[src/rtl/rect_plotter_if.sv]
// rect_plotter_if
//   Draw-command channel of the rectangle plotter (valid/ready handshake).
//   cmd_valid  : a command is present on the cmd_* fields
//   cmd_ready  : the plotter can accept a command this cycle
//   cmd_x      : left column of the rectangle
//   cmd_y      : top row of the rectangle
//   cmd_w      : width in pixels (0..255)
//   cmd_h      : height in pixels (0..127)
//   cmd_colour : RGB colour, one bit per channel
//   master drives the command and observes ready; slave is the plotter.
interface rect_plotter_if;
    logic       cmd_valid;
    logic       cmd_ready;
    logic [7:0] cmd_x;
    logic [6:0] cmd_y;
    logic [7:0] cmd_w;
    logic [6:0] cmd_h;
    logic [2:0] cmd_colour;

    modport master (
        output cmd_valid, cmd_x, cmd_y, cmd_w, cmd_h, cmd_colour,
        input  cmd_ready
    );

    modport slave (
        input  cmd_valid, cmd_x, cmd_y, cmd_w, cmd_h, cmd_colour,
        output cmd_ready
    );
endinterface

[src/rtl/rect_plotter.sv]
// rect_plotter
//   Fills a rectangle into a VGA-adapter framebuffer, one pixel per clock,
//   scanning row-major. Pixels falling outside H_RES x V_RES still consume a
//   cycle but are not written.
//   clk     : single clock, rising edge
//   resetn  : asynchronous active-low reset
//   cmd     : draw-command channel (slave side)
//   abort   : synchronous cancel of the command in progress
//   x, y    : pixel coordinate to the adapter
//   colour  : pixel colour to the adapter
//   plot    : write strobe, x/y/colour valid when high
//   busy    : high while a command is executing (DRAW or FINISH)
//   done    : one-cycle pulse on normal completion
module rect_plotter #(
    parameter int H_RES = 160,
    parameter int V_RES = 120
) (
    input  logic                 clk,
    input  logic                 resetn,
    rect_plotter_if.slave        cmd,
    input  logic                 abort,
    output logic [7:0]           x,
    output logic [6:0]           y,
    output logic [2:0]           colour,
    output logic                 plot,
    output logic                 busy,
    output logic                 done
);
    localparam logic [8:0] H_LIM = 9'(H_RES);
    localparam logic [7:0] V_LIM = 8'(V_RES);

    typedef enum logic [1:0] {S_IDLE, S_DRAW, S_FINISH} state_t;

    state_t     r_state;
    logic [7:0] r_lx, r_w, r_c;
    logic [6:0] r_ly, r_h, r_r;
    logic [7:0] r_x;
    logic [6:0] r_y;
    logic [2:0] r_colour;
    logic       r_plot, r_busy, r_done;

    logic       w_col_last, w_row_last;
    logic [7:0] w_c_nxt;
    logic [6:0] w_r_nxt;
    logic [8:0] w_x_sum;
    logic [7:0] w_y_sum;
    logic       w_nxt_vis, w_hs_vis;

    // Counters hold the pixel currently on the outputs; the outputs for the
    // following pixel are computed from the advanced counters so that x/y/plot
    // stay registered while still visiting one pixel per clock.
    assign w_col_last = (r_c == r_w - 8'd1);
    assign w_row_last = (r_r == r_h - 7'd1);
    assign w_c_nxt    = w_col_last ? 8'd0 : r_c + 8'd1;
    assign w_r_nxt    = w_col_last ? r_r + 7'd1 : r_r;
    // Sums are one bit wider than the outputs so clipping sees the true
    // coordinate even when the truncated output wraps.
    assign w_x_sum    = {1'b0, r_lx} + {1'b0, w_c_nxt};
    assign w_y_sum    = {1'b0, r_ly} + {1'b0, w_r_nxt};
    assign w_nxt_vis  = (w_x_sum < H_LIM) && (w_y_sum < V_LIM);
    assign w_hs_vis   = ({1'b0, cmd.cmd_x} < H_LIM) && ({1'b0, cmd.cmd_y} < V_LIM);

    assign cmd.cmd_ready = (r_state == S_IDLE);
    assign x      = r_x;
    assign y      = r_y;
    assign colour = r_colour;
    assign plot   = r_plot;
    assign busy   = r_busy;
    assign done   = r_done;

    always_ff @(posedge clk or negedge resetn) begin
        if (!resetn) begin
            r_state  <= S_IDLE;
            r_lx     <= '0;
            r_ly     <= '0;
            r_w      <= '0;
            r_h      <= '0;
            r_c      <= '0;
            r_r      <= '0;
            r_x      <= '0;
            r_y      <= '0;
            r_colour <= '0;
            r_plot   <= 1'b0;
            r_busy   <= 1'b0;
            r_done   <= 1'b0;
        end else begin
            case (r_state)
                S_IDLE: begin
                    r_done <= 1'b0;
                    r_plot <= 1'b0;
                    if (cmd.cmd_valid) begin
                        r_lx     <= cmd.cmd_x;
                        r_ly     <= cmd.cmd_y;
                        r_w      <= cmd.cmd_w;
                        r_h      <= cmd.cmd_h;
                        r_c      <= '0;
                        r_r      <= '0;
                        r_colour <= cmd.cmd_colour;
                        r_busy   <= 1'b1;
                        if (cmd.cmd_w != 8'd0 && cmd.cmd_h != 7'd0) begin
                            r_state <= S_DRAW;
                            r_x     <= cmd.cmd_x;
                            r_y     <= cmd.cmd_y;
                            r_plot  <= w_hs_vis;
                        end else begin
                            r_state <= S_FINISH;
                            r_done  <= 1'b1;
                        end
                    end
                end
                S_DRAW: begin
                    if (abort) begin
                        r_state <= S_IDLE;
                        r_plot  <= 1'b0;
                        r_busy  <= 1'b0;
                        r_done  <= 1'b0;
                    end else if (w_col_last && w_row_last) begin
                        r_state <= S_FINISH;
                        r_plot  <= 1'b0;
                        r_done  <= 1'b1;
                    end else begin
                        r_c    <= w_c_nxt;
                        r_r    <= w_r_nxt;
                        r_x    <= w_x_sum[7:0];
                        r_y    <= w_y_sum[6:0];
                        r_plot <= w_nxt_vis;
                    end
                end
                S_FINISH: begin
                    // Abort here lands in the same place as normal exit.
                    r_state <= S_IDLE;
                    r_plot  <= 1'b0;
                    r_busy  <= 1'b0;
                    r_done  <= 1'b0;
                end
                default: begin
                    r_state <= S_IDLE;
                    r_plot  <= 1'b0;
                    r_busy  <= 1'b0;
                    r_done  <= 1'b0;
                end
            endcase
        end
    end
endmodule

[src/flat_wrapper.sv]
// flat-port wrapper written by rule: the top's interface ports become plain ports
module rect_plotter_flat 
#(
    parameter int H_RES = 160,
    parameter int V_RES = 120
)
  (clk, resetn, abort, x, y, colour, plot, busy, done, cmd_cmd_valid, cmd_cmd_x, cmd_cmd_y, cmd_cmd_w, cmd_cmd_h, cmd_cmd_colour, cmd_cmd_ready);
  rect_plotter_if cmd_i ();
  input  logic clk;
  input  logic resetn;
  input  logic abort;
  output logic [7:0] x;
  output logic [6:0] y;
  output logic [2:0] colour;
  output logic plot;
  output logic busy;
  output logic done;
  input wire logic [$bits(cmd_i.cmd_valid)-1:0] cmd_cmd_valid;
  input wire logic [$bits(cmd_i.cmd_x)-1:0] cmd_cmd_x;
  input wire logic [$bits(cmd_i.cmd_y)-1:0] cmd_cmd_y;
  input wire logic [$bits(cmd_i.cmd_w)-1:0] cmd_cmd_w;
  input wire logic [$bits(cmd_i.cmd_h)-1:0] cmd_cmd_h;
  input wire logic [$bits(cmd_i.cmd_colour)-1:0] cmd_cmd_colour;
  output wire logic [$bits(cmd_i.cmd_ready)-1:0] cmd_cmd_ready;
  assign cmd_i.cmd_valid = cmd_cmd_valid;
  assign cmd_i.cmd_x = cmd_cmd_x;
  assign cmd_i.cmd_y = cmd_cmd_y;
  assign cmd_i.cmd_w = cmd_cmd_w;
  assign cmd_i.cmd_h = cmd_cmd_h;
  assign cmd_i.cmd_colour = cmd_cmd_colour;
  assign cmd_cmd_ready = cmd_i.cmd_ready;
  rect_plotter #(.H_RES(H_RES), .V_RES(V_RES)) u_core (.clk(clk), .resetn(resetn), .cmd(cmd_i), .abort(abort), .x(x), .y(y), .colour(colour), .plot(plot), .busy(busy), .done(done));
endmodule
[config.mk]
export PLATFORM = sky130hd
export DESIGN_NAME = rect_plotter_flat
export DESIGN_NICKNAME = d
export VERILOG_FILES = /design/src/rtl/rect_plotter_if.sv /design/src/rtl/rect_plotter.sv /design/src/flat_wrapper.sv
export SDC_FILE = /design/constraint.sdc
export NUM_CORES = 1
export LEC_CHECK = 0
export BUFFER_PORTS_ARGS = -buffer_cell sky130_fd_sc_hd__buf_2
export CAP_MARGIN = 10
export CORE_UTILIZATION = 30
export DETAILED_ROUTE_END_ITERATION = 8
export SLEW_MARGIN = 25
export SYNTH_ARGS = -nofsm -noshare
export SYNTH_HDL_FRONTEND = slang
export SYNTH_SLANG_ARGS = --single-unit
[constraint.sdc]
create_clock -name clk -period 10.4 [get_ports clk]
set_input_delay 0.52 -clock clk [delete_from_list [all_inputs] [get_ports clk]]
set_output_delay 0.52 -clock clk [all_outputs]
set_load 0.02 [all_outputs]
After elaboration in Yosys (flattened, before gate mapping)
Cells that the tools add are included.

word-level totals
  register bits after elaboration = 68
  output and inout port bits = 22
  word-level logic and storage cells = 83
  bits of input ports = 37

operators by class
  order comparisons = 4
  mux-type cells = 38
  eq/ne operators = 9
  add/subtract/negate cells = 6
  reduce and logical (&&, ||, !) cells = 13

operator list
  cell                 count
  $mux 8               8
  $mux 7               8
  $pmux 8 s2           2
  $pmux 7 s2           2
  $mux 1               10
  $add 8x8->9          1
  $lt 9x8->1 const B   1
  $add 7x7->8          1
  $add 8x1->8 const B  1
  $eq 8x8->1           1
  $lt 8x7->1 const B   1
  $lt 8x8->1 const B   1
  $mux 2               4
  $ne 2x2->1 const B   4
  $reduce_bool 8->1    1
  $sub 8x1->8 const B  1
  $add 7x1->7 const B  1
  $eq 7x7->1           1
  $lt 7x7->1 const B   1
  $reduce_bool 7->1    1
  $sub 7x1->7 const B  1
  $pmux 1 s2           3
  $reduce_and 2->1     3
  $reduce_and 5->1     1
  8 further kinds      11

Depth between registers and ports, before layout
  word-level depth = 9
  gate-level depth with buffers = 22
  gate-level depth less buffers = 19

Worst setup path before layout
No wires, ideal clock.

  path type = register to register
  start = register u_core.r_w[0]
  end = register u_core.r_plot (netlist: u_core.plot)
  setup slack = 6.156 ns
  library setup time = 0.082 ns
  required time = 10.318 ns
  arrival = 4.161 ns
  clock period less this slack = 4.244 ns
  cell stages (with the launch flop) = 20
  path buffers = 2
  path through = dfrtp_1 inv_1 ha_1 xnor2_1 or4_4 nor3b_2 and2_1 buf_4 buf_2 xor2_1 ha_1 fa_1 a211oi_1 nor2_1 a21o_1 a21oi_1 xor2_1 nor4_1 or4_1 o22ai_1

between the ends
  cells in the longest elaborated chain, start to end = 9
  elaborated cells on any way between the ends = 13
  classes of those cells = add/sub: 3; order compare: 2; eq/ne: 1; mux: 5; reduce/logical: 2

RTL lines
  item                                        RTL line                                RTL
  start, declared                             rect_plotter.sv:35                      logic [7:0] r_lx, r_w, r_c;
  start signal, assigned                      rect_plotter.sv:94                      r_w <= cmd.cmd_w;
  $sub 8x1->8 (*)                             rect_plotter.sv:52                      assign w_col_last = (r_c == r_w - 8'd1);
  $eq 8x8->1 (*)                              rect_plotter.sv:52
  $mux 8 or $mux 7 (tied branches)            rect_plotter.sv:54, rect_plotter.sv:55
  $add 8x8->9 or $add 7x7->8 (tied branches)  rect_plotter.sv:58, rect_plotter.sv:59
  $lt 9x8->1 or $lt 8x7->1 (tied branches)    rect_plotter.sv:60                      assign w_nxt_vis = (w_x_sum < H_LIM) && (w_y_sum < V_LIM);
  $logic_and 1x1->1                           rect_plotter.sv:60
  $mux 1 (*)                                  rect_plotter.sv:117                     end else if (w_col_last && w_row_last) begin
  $mux 1 (*)                                  rect_plotter.sv:112                     if (abort) begin
  $pmux 1 s2 (*)                              rect_plotter.sv:87                      case (r_state)
  end signal, assigned                        rect_plotter.sv:104                     r_plot <= w_hs_vis;
  end signal, assigned                        rect_plotter.sv:126                     r_plot <= w_nxt_vis;
  end, declared                               rect_plotter.sv:40                      logic r_plot, r_busy, r_done;

Mark *: on every way between the ends. The rest lies on a longest branch, timed or not.
A chain may end at the register's enable or synchronous reset.

Worst setup path in the final report
Ends and elaborated chain as after synthesis.

==> summary.md <==
| Metric | Value |
|---|---|
| Postcts setup bufs | `0` |
| Min Hold Slack | `slightly below 0.4 ns` |
| Final instance area | `4850 µm²` |
| Filler cell count | `roughly 1,300` |
| Final Hold Viols | `0` |
| Tot Pwr | `approximately 1.4 mW` |
| RSZ-0062 raised after global routing | `false` |
| Fin. max-slew vios | `0` |
| Vias in the first global route | `~3,300` |
| Worst slew pin tran | `between 0.9 and 1 ns` |
| Area of the multi-input gates | `around 2300 µm²` |
| Largest net degree at the start of global routing | `between 60 and 70` |
| Dpl cell area | `about 4600 µm²` |
| First-pass iteration count of the detailed router | `5` |
| Seq/Total Area, Yosys | `approximately two fifths` |
| Status | `completed` |
| Num CTS Buffers | `9` |
| CTS tree | `yes` |
| Worst Setup End Kind | `flip-flop` |
| GPL Wtd Cong | `slightly above 0.8` |
| Fin nets | `between 500 and 600` |
| Crit path time final | `4.80 ns` |
| Post-Route Setup TNS | `0 ns` |
| Vias/cell | `about 5.0` |
| Largest stage delay, worst path | `0.56 ns` |
| Initial core utilization | `~31%` |
| Part of the cycle the worst path needs | `between 40% and 50%` |
| FF-to-FF End | `u_core.plot` |
| Netlist Area Pre-Place | `around 4100 µm²` |
| Post-Synthesis Cells | `~410` |
| Die Area | `14,200 µm²` |
| Detail Route Antenna Nets | `0` |
| Max cap viols | `0` |
| Setup slack, reg-to-reg | `between 5 and 6 ns` |
| Antenna Cells | `0` |
| Synth Flop Type | `dfrtp_1` |
| Tot GR Track Use | `between 10 and 15%` |
| CP cell instances | `inv_1 -> ha_1 -> xnor2_1 -> or4_4 -> nor3b_2 -> and2_1 -> mux2_2 -> fa_1 -> a211oi_1 -> nor2_1 -> a21o_1 -> a21oi_1 -> xor2_1 -> nor4_1 -> or4_1 -> o22ai_1` |
| Worst-Skew Late Latency | `~0.34 ns` |
| Worst setup SP type | `flip-flop` |
| Cts hold-fix bufs | `0` |
| Lkg Pwr | `around 2.2 nW` |
| GRT Residual Overflow | `0` |
| Post-synthesis cell type count | `58` |
| FF-to-FF Start | `u_core.r_w[0]` |
| Slowest cell on crit path | `and2_1` |
| Crit-path max FO | `16` |
| Required @ worst endpoint | `10.66 ns` |
| Initial antenna violation count | `0` |
| Clk sinks | `68` |
| Max Freq | `208 MHz` |
| Syn_nets | `470` |
| Setup Viol. Count Final | `0` |
| Power per standard cell area | `289 nW/µm²` |
| CTS max path bufs | `2` |
| Routed WL per cell | `roughly 15 µm` |
| Fraction of registers with async set/reset | `100%` |
| WP data arrival | `roughly 5 ns` |
| Yosys warning count | `0` |
| Hold WC Path Type | `input pin to async pin` |
| H-tree levels | `3` |
| Chip width | `roughly 120 µm` |
| Hpwl dp | `approximately 7.3 mm` |
| Ports | `59` |
| Clk pin slew, worst setup/hold paths | `approximately 0.06 ns` |
| P&R area growth vs syn | `17.6%` |
| Vias | `roughly 3,200` |
| Clock root buffer | `clkbuf_16` |
| Remaining DRCs | `0` |
| Total wire length | `around 10 mm` |
| Critical path type | `flip-flop to flip-flop` |
| Layout Skew | `0.0101 ns` |
| Seq. cell area | `between 1500 and 2000 µm²` |
| Global-route wire length before repair | `16.6 mm` |
| Avg Cell Area, Syn | `between 9 and 10 µm²` |
| Die Y-Extent | `119 µm` |
| Flops & latches, synth | `slightly below 70` |
| Post-synth EDFFs | `0` |
| Core area | `about 13,000 µm²` |
| CTS resizes | `0` |
| Slew headroom | `around two fifths` |
| DRT iter0 DRCs | `154` |
| Buffers on Ports | `a little under 60` |
| Maximum VDD drop | `about 0.13 mV` |
| Layout cells sized above 1 | `between 20% and 30%` |
| Site row count | `42` |
| R2R depth | `16` |
## cell type report
cell class,instances,share of cell area [%]
clock inverters,4,1.01
clock buffers,12,5.09
inverters,13,1.06
repair buffers,61,6.45
flip-flops and latches,68,35.1
multi-input cells,312,46.7
well taps,176,4.54
## synth_stat cells (9+ instances only)
cell type	count	area share, %
a21oi_1	19	2.3
a22o_1	9	1.9
clkbuf_1	11	1.0
dfrtp_1	68	41
ha_1	18	5.5
inv_1	12	1.1
mux2_2	30	8.2
nand2_1	36	3.3
nand3_1	10	1.2
nor2_1	33	3.0
o21ai_0	25	3.0
xnor2_1	24	5.1
xor2_1	16	3.4
## sequential cells by signal, indices dropped and copies added, names as in the netlist
register        cells
u_core.plot         1
u_core.y            7
u_core.r_h          7
u_core.busy         1
u_core.done         1
u_core.r_r          7
u_core.colour       3
u_core.r_w          8
u_core.r_state      2
u_core.r_ly         7
u_core.r_lx         8
u_core.x            8
u_core.r_c          8
## worst max-delay path: cells and delay by family, from the launching register on
kind                       cells  cell delay, ns
AOI/OAI and AO/OA              4            0.73
xor gates and xnor gates       2            0.33
adders and majority gates      2            0.74
buffers and inverters          1            0.08
DFF                            1            0.45
muxes                          1            0.44
and+or+nand+nor                6            1.95
## layer usage
layer / part of all wire [%] / track usage (%)
met5: 0 / 0
met1: 49 / 20.7
met4: 1.8 / 6.01
met2: 45 / 23.0
met3: 3.5 / 2.20
## placed cells by master (no fill, tap or decap), types with 9 or more instances in the layout
master | Yosys | routed
dfrtp_1 | 68 | 68
buf_2 | 4 | 58
nand2_1 | 36 | 36
nor2_1 | 33 | 33
mux2_2 | 30 | 30
o21ai_0 | 25 | 25
xnor2_1 | 24 | 24
a21oi_1 | 19 | 19
ha_1 | 18 | 18
xor2_1 | 16 | 16
inv_1 | 12 | 12
nand3_1 | 10 | 10
a22o_1 | 9 | 9
clkbuf_16 | 0 | 9
## power by group
group	internal (mW)	leakage, nW	total [mW]	switching, mW
Sequential	0.370	0.844	0.465	0.0947
Combinational	0.283	1.19	0.635	0.352
Clock	0.192	0.147	0.303	0.111
## through the flow
step	util, %	worst slack [ns]	cells
6_report	36.5	5.60	646
3_3_place_gp	34.2	5.79	630
4_1_cts	36.5	5.58	646
3_5_place_dp	34.2	5.62	630
2_1_floorplan	-	6.16	413
5_1_grt	36.5	5.26	646
## logic make-up after synthesis
family                     Yosys count  share of synthesized area, %
AOI/OAI and AO/OA                   87                          14.1
adders and majority gates           20                          6.44
muxes                               36                          9.90
buffers and inverters               33                          3.74
DFF                                 68                          41.3
xor gates and xnor gates            40                          8.50
and+or+nand+nor                    129                          16.1
## worst max path at each step
| stage | cells after the start | endpoint | startpoint |
|---|---|---|---|
| 2_1_floorplan | 19 | u_core.plot | u_core.r_w[0] |
| 3_3_place_gp | 16 | u_core.plot | u_core.r_w[0] |
| 3_5_place_dp | 16 | u_core.plot | u_core.r_w[0] |
| 4_1_cts | 16 | u_core.plot | u_core.r_w[0] |
| 5_1_grt | 16 | u_core.plot | u_core.r_w[0] |
| 6_report | 16 | u_core.plot | u_core.r_w[0] |
(Power assumes the default switching activity.)
